**src/rtl/stream_mux_n_if.sv**
```systemverilog
// Stream bundle between N input channels, the mux and one downstream sink.
// Latency: none (wiring only).
// Backpressure: s_ready per channel from the mux; m_ready from the downstream sink.
// Ports: s_data/s_valid/s_last in, s_ready back; m_data/m_valid/m_last out, m_ready back.
// master = environment side (sources and sink); slave = the mux.
interface stream_mux_n_if #(
    parameter int WIDTH = 32,
    parameter int N_CH  = 4
);
    logic [N_CH*WIDTH-1:0] s_data;
    logic [N_CH-1:0]       s_valid;
    logic [N_CH-1:0]       s_last;
    logic [N_CH-1:0]       s_ready;
    logic [WIDTH-1:0]      m_data;
    logic                  m_valid;
    logic                  m_last;
    logic                  m_ready;

    modport master (
        output s_data, s_valid, s_last, m_ready,
        input  s_ready, m_data, m_valid, m_last
    );

    modport slave (
        input  s_data, s_valid, s_last, m_ready,
        output s_ready, m_data, m_valid, m_last
    );
endinterface

```
**src/rtl/stream_mux_n.sv**
```systemverilog
// N-channel packet-aware stream mux; round-robin or external select, packets never interleaved.
// Latency: one grant cycle per packet, then a beat accepted at edge t is on m_* after edge t.
// Backpressure: only the locked channel sees s_ready, equal to !m_valid | m_ready.
// Ports: clk, rst_n (async, active low); bus (stream bundle, slave side);
//        sel (requested channel, external mode only); busy (channel locked); cur_ch (granted channel).
module stream_mux_n #(
    parameter int WIDTH   = 32,
    parameter int N_CH    = 4,
    parameter int SEL_W   = $clog2(N_CH),
    parameter int RR_MODE = 1
) (
    input  logic               clk,
    input  logic               rst_n,
    stream_mux_n_if.slave      bus,
    input  logic [SEL_W-1:0]   sel,
    output logic               busy,
    output logic [SEL_W-1:0]   cur_ch
);
    typedef enum logic {IDLE, LOCK} state_t;

    state_t             r_state, w_state_nxt;
    logic [SEL_W-1:0]   r_cur_ch, w_cur_ch_nxt;
    logic [SEL_W-1:0]   r_rr_ptr, w_rr_ptr_nxt;
    logic               r_busy, w_busy_nxt;
    logic [WIDTH-1:0]   r_m_data, w_m_data_nxt;
    logic               r_m_valid, w_m_valid_nxt;
    logic               r_m_last, w_m_last_nxt;

    logic [SEL_W-1:0]   w_start;
    logic [N_CH-1:0]    w_rot;
    int                 w_pos;
    logic               w_grant_vld;
    logic [SEL_W-1:0]   w_grant_ch;

    logic               w_cur_vld;
    logic [WIDTH-1:0]   w_cur_dat;
    logic               w_cur_last;
    logic               w_take;
    logic               w_accept;
    logic [N_CH-1:0]    w_s_ready;

    // Round-robin scan starts one past the last packet's channel; rr_ptr=N_CH-1 wraps to ch0.
    assign w_start = (r_rr_ptr == SEL_W'(N_CH - 1)) ? '0 : r_rr_ptr + 1'b1;
    // Rotate valids so bit k is channel (w_start + k) mod N_CH; lowest set bit wins.
    assign w_rot   = N_CH'({bus.s_valid, bus.s_valid} >> w_start);

    always_comb begin
        w_grant_vld = 1'b0;
        w_grant_ch  = '0;
        w_pos       = 0;
        if (RR_MODE != 0) begin
            // Descending loop so the smallest offset is the last one written.
            for (int k = N_CH - 1; k >= 0; k--) begin
                if (w_rot[k]) begin
                    w_grant_vld = 1'b1;
                    w_pos       = int'(w_start) + k;
                end
            end
            if (w_pos >= N_CH) begin
                w_pos = w_pos - N_CH;
            end
            w_grant_ch = SEL_W'(w_pos);
        end else begin
            // An out-of-range sel matches no channel, so nothing is granted.
            for (int i = 0; i < N_CH; i++) begin
                if (sel == SEL_W'(i) && bus.s_valid[i]) begin
                    w_grant_vld = 1'b1;
                    w_grant_ch  = sel;
                end
            end
        end
    end

    // Locked-channel view, built with constant indices only.
    always_comb begin
        w_cur_vld  = 1'b0;
        w_cur_dat  = '0;
        w_cur_last = 1'b0;
        for (int i = 0; i < N_CH; i++) begin
            if (r_cur_ch == SEL_W'(i)) begin
                w_cur_vld  = bus.s_valid[i];
                w_cur_dat  = bus.s_data[i*WIDTH +: WIDTH];
                w_cur_last = bus.s_last[i];
            end
        end
    end

    // Output register can take a beat when empty or draining this cycle.
    assign w_take   = !r_m_valid || bus.m_ready;
    assign w_accept = (r_state == LOCK) && w_cur_vld && w_take;

    always_comb begin
        w_s_ready = '0;
        if (r_state == LOCK) begin
            for (int i = 0; i < N_CH; i++) begin
                w_s_ready[i] = (r_cur_ch == SEL_W'(i)) && w_take;
            end
        end
    end

    always_comb begin
        w_state_nxt   = r_state;
        w_cur_ch_nxt  = r_cur_ch;
        w_rr_ptr_nxt  = r_rr_ptr;
        w_busy_nxt    = r_busy;
        w_m_data_nxt  = r_m_data;
        w_m_valid_nxt = r_m_valid;
        w_m_last_nxt  = r_m_last;

        // Output register: load on accept, otherwise drain when the sink takes the beat.
        if (w_accept) begin
            w_m_data_nxt  = w_cur_dat;
            w_m_last_nxt  = w_cur_last;
            w_m_valid_nxt = 1'b1;
        end else if (bus.m_ready) begin
            w_m_valid_nxt = 1'b0;
        end

        case (r_state)
            IDLE: begin
                if (w_grant_vld) begin
                    w_cur_ch_nxt = w_grant_ch;
                    w_busy_nxt   = 1'b1;
                    w_state_nxt  = LOCK;
                end
            end
            LOCK: begin
                if (w_accept && w_cur_last) begin
                    w_rr_ptr_nxt = r_cur_ch;
                    w_busy_nxt   = 1'b0;
                    w_state_nxt  = IDLE;
                end
            end
            default: begin
                w_state_nxt = IDLE;
                w_busy_nxt  = 1'b0;
            end
        endcase
    end

    always_ff @(posedge clk or negedge rst_n) begin
        if (!rst_n) begin
            r_state   <= IDLE;
            r_cur_ch  <= '0;
            r_rr_ptr  <= SEL_W'(N_CH - 1);
            r_busy    <= 1'b0;
            r_m_data  <= '0;
            r_m_valid <= 1'b0;
            r_m_last  <= 1'b0;
        end else begin
            r_state   <= w_state_nxt;
            r_cur_ch  <= w_cur_ch_nxt;
            r_rr_ptr  <= w_rr_ptr_nxt;
            r_busy    <= w_busy_nxt;
            r_m_data  <= w_m_data_nxt;
            r_m_valid <= w_m_valid_nxt;
            r_m_last  <= w_m_last_nxt;
        end
    end

    assign bus.s_ready = w_s_ready;
    assign bus.m_data  = r_m_data;
    assign bus.m_valid = r_m_valid;
    assign bus.m_last  = r_m_last;
    assign busy        = r_busy;
    assign cur_ch      = r_cur_ch;
endmodule

```
**src/flat_wrapper.sv**
```systemverilog
// flat-port wrapper written by rule: the top's interface ports become plain ports
module stream_mux_n_flat 
#(
    parameter int WIDTH   = 32,
    parameter int N_CH    = 4,
    parameter int SEL_W   = $clog2(N_CH),
    parameter int RR_MODE = 1
)
  (clk, rst_n, sel, busy, cur_ch, bus_s_data, bus_s_valid, bus_s_last, bus_m_ready, bus_s_ready, bus_m_data, bus_m_valid, bus_m_last);
  stream_mux_n_if #(.WIDTH(WIDTH), .N_CH(N_CH)) bus_i ();
  input  logic clk;
  input  logic rst_n;
  input  logic [SEL_W-1:0] sel;
  output logic busy;
  output logic [SEL_W-1:0] cur_ch;
  input wire logic [$bits(bus_i.s_data)-1:0] bus_s_data;
  input wire logic [$bits(bus_i.s_valid)-1:0] bus_s_valid;
  input wire logic [$bits(bus_i.s_last)-1:0] bus_s_last;
  input wire logic [$bits(bus_i.m_ready)-1:0] bus_m_ready;
  output wire logic [$bits(bus_i.s_ready)-1:0] bus_s_ready;
  output wire logic [$bits(bus_i.m_data)-1:0] bus_m_data;
  output wire logic [$bits(bus_i.m_valid)-1:0] bus_m_valid;
  output wire logic [$bits(bus_i.m_last)-1:0] bus_m_last;
  assign bus_i.s_data = bus_s_data;
  assign bus_i.s_valid = bus_s_valid;
  assign bus_i.s_last = bus_s_last;
  assign bus_i.m_ready = bus_m_ready;
  assign bus_s_ready = bus_i.s_ready;
  assign bus_m_data = bus_i.m_data;
  assign bus_m_valid = bus_i.m_valid;
  assign bus_m_last = bus_i.m_last;
  stream_mux_n #(.WIDTH(WIDTH), .N_CH(N_CH), .SEL_W(SEL_W), .RR_MODE(RR_MODE)) u_core (.clk(clk), .rst_n(rst_n), .bus(bus_i), .sel(sel), .busy(busy), .cur_ch(cur_ch));
endmodule
```
**config.mk**
```make
export PLATFORM = sky130hd
export DESIGN_NAME = stream_mux_n_flat
export DESIGN_NICKNAME = d
export VERILOG_FILES = /design/src/rtl/stream_mux_n_if.sv /design/src/rtl/stream_mux_n.sv /design/src/flat_wrapper.sv
export SDC_FILE = /design/constraint.sdc
export NUM_CORES = 1
export LEC_CHECK = 0
export CAP_MARGIN = 20
export CORE_UTILIZATION = 31
export CTS_BUF_LIST = sky130_fd_sc_hd__clkbuf_4
export CTS_CLUSTER_SIZE = 25
export DETAILED_ROUTE_END_ITERATION = 6
export PLACE_DENSITY = 0.87
export SETUP_SLACK_MARGIN = 0.3
export SLEW_MARGIN = 25
export SYNTH_ARGS = -nofsm -noshare
export SYNTH_HDL_FRONTEND = slang
export SYNTH_SLANG_ARGS = --single-unit
```
**constraint.sdc**
```tcl
create_clock -name clk -period 1.5 [get_ports clk]
set_input_delay 0.15 -clock clk [delete_from_list [all_inputs] [get_ports clk]]
set_output_delay 0.15 -clock clk [all_outputs]
set_load 0.01 [all_outputs]
```
==> impl_summary.log <==
INFO  metric max_freq = between 0.5 and 0.6 GHz
INFO  metric cell_rows = 33
INFO  metric area_of_the_multi_input_gates = around 1700 sq um
INFO  metric cts.reportedPaths.clkPinSlew = ~0.11 ns
INFO  metric worstPathCellList = ha_4 -> buf_6 -> nor3b_1 -> a31oi_1 -> nor3_1 -> o32a_1
INFO  metric n_antenna_cell = 0
INFO  metric avgViaCountPerCell = between 4 and 5
INFO  metric place.detailed.hpwl = approximately 6700 um
INFO  metric mostFrequentLayoutCells = sky130_fd_sc_hd__clkdlybuf4s50_1, sky130_fd_sc_hd__buf_4, sky130_fd_sc_hd__dfrtp_1
INFO  metric wl_per_cell = around 18 um
INFO  metric layout.filler_cells = approximately 640
INFO  metric synth_compound_area_share = under 10%
INFO  metric cts_inserted_buffers = 5
INFO  metric final_max_slew_viol_count = 0
INFO  metric firstDrtPassIters = 4
INFO  metric critical_path_peak_fanout = 4
INFO  metric globalRouteTotalUtil = 18.79%
INFO  metric area.sequential = a little over 1000 sq um
INFO  metric p_leak = 2.268 nW
INFO  metric finalWorstPathRequiredPeriod = 1.745 ns
INFO  metric netlist_cell_types = 36
INFO  metric p_seq_share = about a fifth
INFO  metric synth_sequential_area_ratio = a little under two fifths
INFO  metric clock_sinks = 40
INFO  metric synth.area.mux_share = approximately 47%
INFO  metric post_synth_fa_ha_maj_area_fraction = less than 1%
INFO  metric synth_top_family_by_area = multiplexers
INFO  metric maximum_clock_insertion_buffer_count = 2
INFO  metric slowest_delay = 0.58 ns
INFO  metric setup_violations = 43
INFO  metric worst_hold_path_type = input port to asynchronous set/reset pin
INFO  metric route.layer.met1.wl = ~3100 um
INFO  metric worst_ep_required_time = roughly 1.8 ns
INFO  metric worst_supply_voltage_drop_on_vdd = between 1 and 1.5 mV
INFO  metric place.gp.congestion = just under 0.9
INFO  metric post_synth_and_or_nand_nor_area_fraction = ~5.1%
INFO  metric slew_headroom = roughly 68%
INFO  metric pre_cts_ws = -0.4394 ns
INFO  metric mappedNetlistNets = slightly above 300
INFO  metric clock_latency_late_sink = around 0.34 ns
INFO  metric violations = setup timing
INFO  metric die_x = 94.90 um
INFO  metric count_of_placed_standard_cells_including_taps = roughly 460
INFO  metric number_of_antenna_violations_at_the_first_check_in_global_routing = 0
INFO  metric route.met2.wl = between 5000 and 6000 um
INFO  metric floorplan.die_area = between 9000 and 10000 sq um
INFO  metric grt_pass1_vias = roughly 2.7k
INFO  metric slowest_stage = sky130_fd_sc_hd__dfstp_2
INFO  metric drtAntennaViolNets = 0
INFO  metric synth-xor-area-share = 0%
INFO  metric fin_worst_skew = 0.01075 ns
INFO  metric boundaryPins = approximately 180
INFO  metric critPathKind = flip-flop to flip-flop
INFO  metric critical-path-top-delay-family = flip-flops
INFO  metric mean_cell_area_of_the_mapped_netlist = around 16 sq um
INFO  metric tritoncts = done
INFO  metric count_of_input_and_output_buffers = 179
INFO  metric grt_overflow_total = 0
INFO  metric cp_num_buf_inv = 1
INFO  metric layout.cells.most_common = sky130_fd_sc_hd__clkdlybuf4s50_1
INFO  metric clock_power_share = about 5.0%
INFO  metric capturing_element_type_of_the_critical_path = flip-flop
INFO  metric ys_ff_latch = 40
INFO  metric fp.coreArea = between 8000 and 9000 sq um
INFO  metric power.share.switching = between 30 and 40%
INFO  metric layout-drive-gt1-share = between 40% and 50%
INFO  metric status = finished, violations left
INFO  metric crit_path_start_kind = flip-flop
INFO  metric wl_met3 = between 500 and 600 um
INFO  metric grt_first_pass_wirelength = between 10000 and 15000 um
INFO  metric drt-total-wl = between 9000 and 10000 um
INFO  metric power.switching = 3.395 mW
INFO  metric stdcell_count = between 500 and 600
INFO  metric cts_root_buffer = sky130_fd_sc_hd__clkbuf_4
INFO  metric top_layer_used = met4
INFO  metric floorplan.initialDensity = 32.23%
INFO  metric intPower = 6.534 mW
INFO  metric vias = 2512
INFO  metric rsz_0062_raised_after_global_routing = yes
INFO  metric share_comb_of_total_power = between 70 and 80%
INFO  metric flow.area_growth_from_synthesis = 96.87%
INFO  metric worst_pin_slew = between 0.4 and 0.5 ns
INFO  metric first_iter_violations = 41
INFO  metric power.density_cell_area = roughly 1900 nW/um^2
INFO  metric yosysWarningCount = 0
INFO  metric die_y = between 90 and 100 um
INFO  metric drc_errors = 0
INFO  metric timing.critical_path.arrival = between 2 and 2.5 ns
INFO  metric setup_ws = -0.2455 ns
INFO  metric cts_max_level = 2
INFO  metric timing_hold_violations_final = 0
INFO  metric syn-cell-area = roughly 2700 sq um
INFO  metric num-nets-final = 547
INFO  metric fin_crit_sh = 116.4%
INFO  metric syn-instance-count = around 170
INFO  metric largest_net_degree_at_the_start_of_global_routing = 23
INFO  metric timing.max_cap.violations = 0
-- stage by stage --
stage	power, mW	cell area, sq um	setup TNS, ns	utilization [%]	hold WS [ns]
3_3_place_gp	8.144	4757	-13.58	57.32	0.1263
2_1_floorplan	5.960	2748	-7.420	-	-0.1456
6_report	9.929	5266	-7.911	63.46	0.2923
5_1_grt	10.50	5266	-10.33	63.46	0.3106
3_5_place_dp	8.352	4757	-14.70	57.32	0.1347
4_1_cts	9.242	5010	-7.247	60.36	0.2957
-- power by group through the flow --
stage | logic [mW] | registers (mW) | clock network, mW
floorplan | 3.71 | 2.25 | 0
global placement | 6.07 | 2.07 | 0
detailed placement | 6.26 | 2.09 | 0
CTS | 6.66 | 2.06 | 0.522
global route | 7.79 | 2.14 | 0.561
finish | 7.35 | 2.08 | 0.501
-- kinds of logic after synthesis --
| kind of cell | Yosys count |
|---|---|
| mux | 67 |
| fa+ha+maj | 1 |
| flops | 40 |
| buf+inv | 18 |
| compound gates | 18 |
| simple gates | 25 |
-- per-layer routing --
layer  track usage (%)  up-vias
met3             3.382       15
met1             20.58     1234
met5                 0        -
li1                  -     1146
met2             36.39      117
met4             5.429        0
-- repair_timing --
| item | in CTS | in global routing |
|---|---|---|
| hold endpoints to repair | 16 | 0 |
| buffers inserted | 17 | 19 |
| pin swaps | 10 | 4 |
| resized for setup | 86 | 37 |
| hold buffers | 1 | 0 |
| cloned | 2 | 2 |
| setup endpoints to repair | 81 | 74 |
-- cell usage after synthesis --
cell type                   count  area (sq um)
sky130_fd_sc_hd__inv_1          4         15.01
sky130_fd_sc_hd__nand3_4        1         17.52
sky130_fd_sc_hd__nand3_1        1         5.000
sky130_fd_sc_hd__a21o_1         1         7.510
sky130_fd_sc_hd__o32a_1         1         10.01
sky130_fd_sc_hd__dfstp_2        2         52.55
sky130_fd_sc_hd__buf_4          2         15.01
sky130_fd_sc_hd__nor3b_1        2         15.01
sky130_fd_sc_hd__a31oi_1        1         6.260
sky130_fd_sc_hd__o22ai_1        1         6.260
sky130_fd_sc_hd__a2111oi_2      1         15.01
sky130_fd_sc_hd__buf_6          2         22.52
sky130_fd_sc_hd__nand2b_1       3         18.77
sky130_fd_sc_hd__buf_2          3         15.01
sky130_fd_sc_hd__buf_12         3         60.06
sky130_fd_sc_hd__mux2_4        29         435.4
sky130_fd_sc_hd__a211oi_1       1         7.510
sky130_fd_sc_hd__o21ai_0        4         20.02
sky130_fd_sc_hd__or3_1          1         6.260
sky130_fd_sc_hd__nor3_1         3         15.01
sky130_fd_sc_hd__a221oi_1       1         8.760
sky130_fd_sc_hd__mux4_2        34         765.7
sky130_fd_sc_hd__a21oi_1        1         5.000
sky130_fd_sc_hd__nor2b_1        1         6.260
sky130_fd_sc_hd__a311oi_1       1         8.760
sky130_fd_sc_hd__nand2_1        7         26.28
sky130_fd_sc_hd__nand4_1        1         6.260
sky130_fd_sc_hd__buf_1          1         3.750
sky130_fd_sc_hd__dfrtp_1       38         950.9
sky130_fd_sc_hd__clkbuf_1       3         11.26
sky130_fd_sc_hd__o21a_1         2         15.01
sky130_fd_sc_hd__ha_1           1         12.51
sky130_fd_sc_hd__nor2_1         5         18.77
sky130_fd_sc_hd__a21boi_0       1         7.510
sky130_fd_sc_hd__mux2_2         4         45.04
sky130_fd_sc_hd__a2bb2oi_1      2         17.52
-- registers in the layout (all words and copies together) (netlist names) --
signal / cells
u_core.bus.m_data: 32
u_core.bus.m_valid: 1
u_core.bus.m_last: 1
u_core.busy: 1
u_core.cur_ch: 2
u_core.r_state: 1
u_core.r_rr_ptr: 2
-- path summary, 6_finish.rpt --
check	startpoint	endpoint	slack (ns)	cells after the start
max in group asynchronous	rst_n	u_core.bus.m_data[26]	0.55	3
min in group clk	u_core.bus.m_data[22]	u_core.bus.m_data[22]	0.52	1
worst max-delay path	u_core.r_rr_ptr[0]	u_core.cur_ch[1]	-0.25	6
worst min-delay path	rst_n	u_core.bus.m_data[15]	0.29	2
worst min register to register	u_core.bus.m_data[22]	u_core.bus.m_data[22]	0.52	1
worst max register to register	u_core.r_rr_ptr[0]	u_core.cur_ch[1]	-0.25	6
-- area by class of cell --
cell class	instances	area share, %
Clock buffer	5	0.7128
Timing Repair Buffer	243	45.76
Clock inverter	2	0.1426
Multi-Input combinational cell	111	31.50
Tap cell	105	2.495
Sequential cell	40	19.10
Inverter	4	0.2851
(Power assumes the default switching activity.)
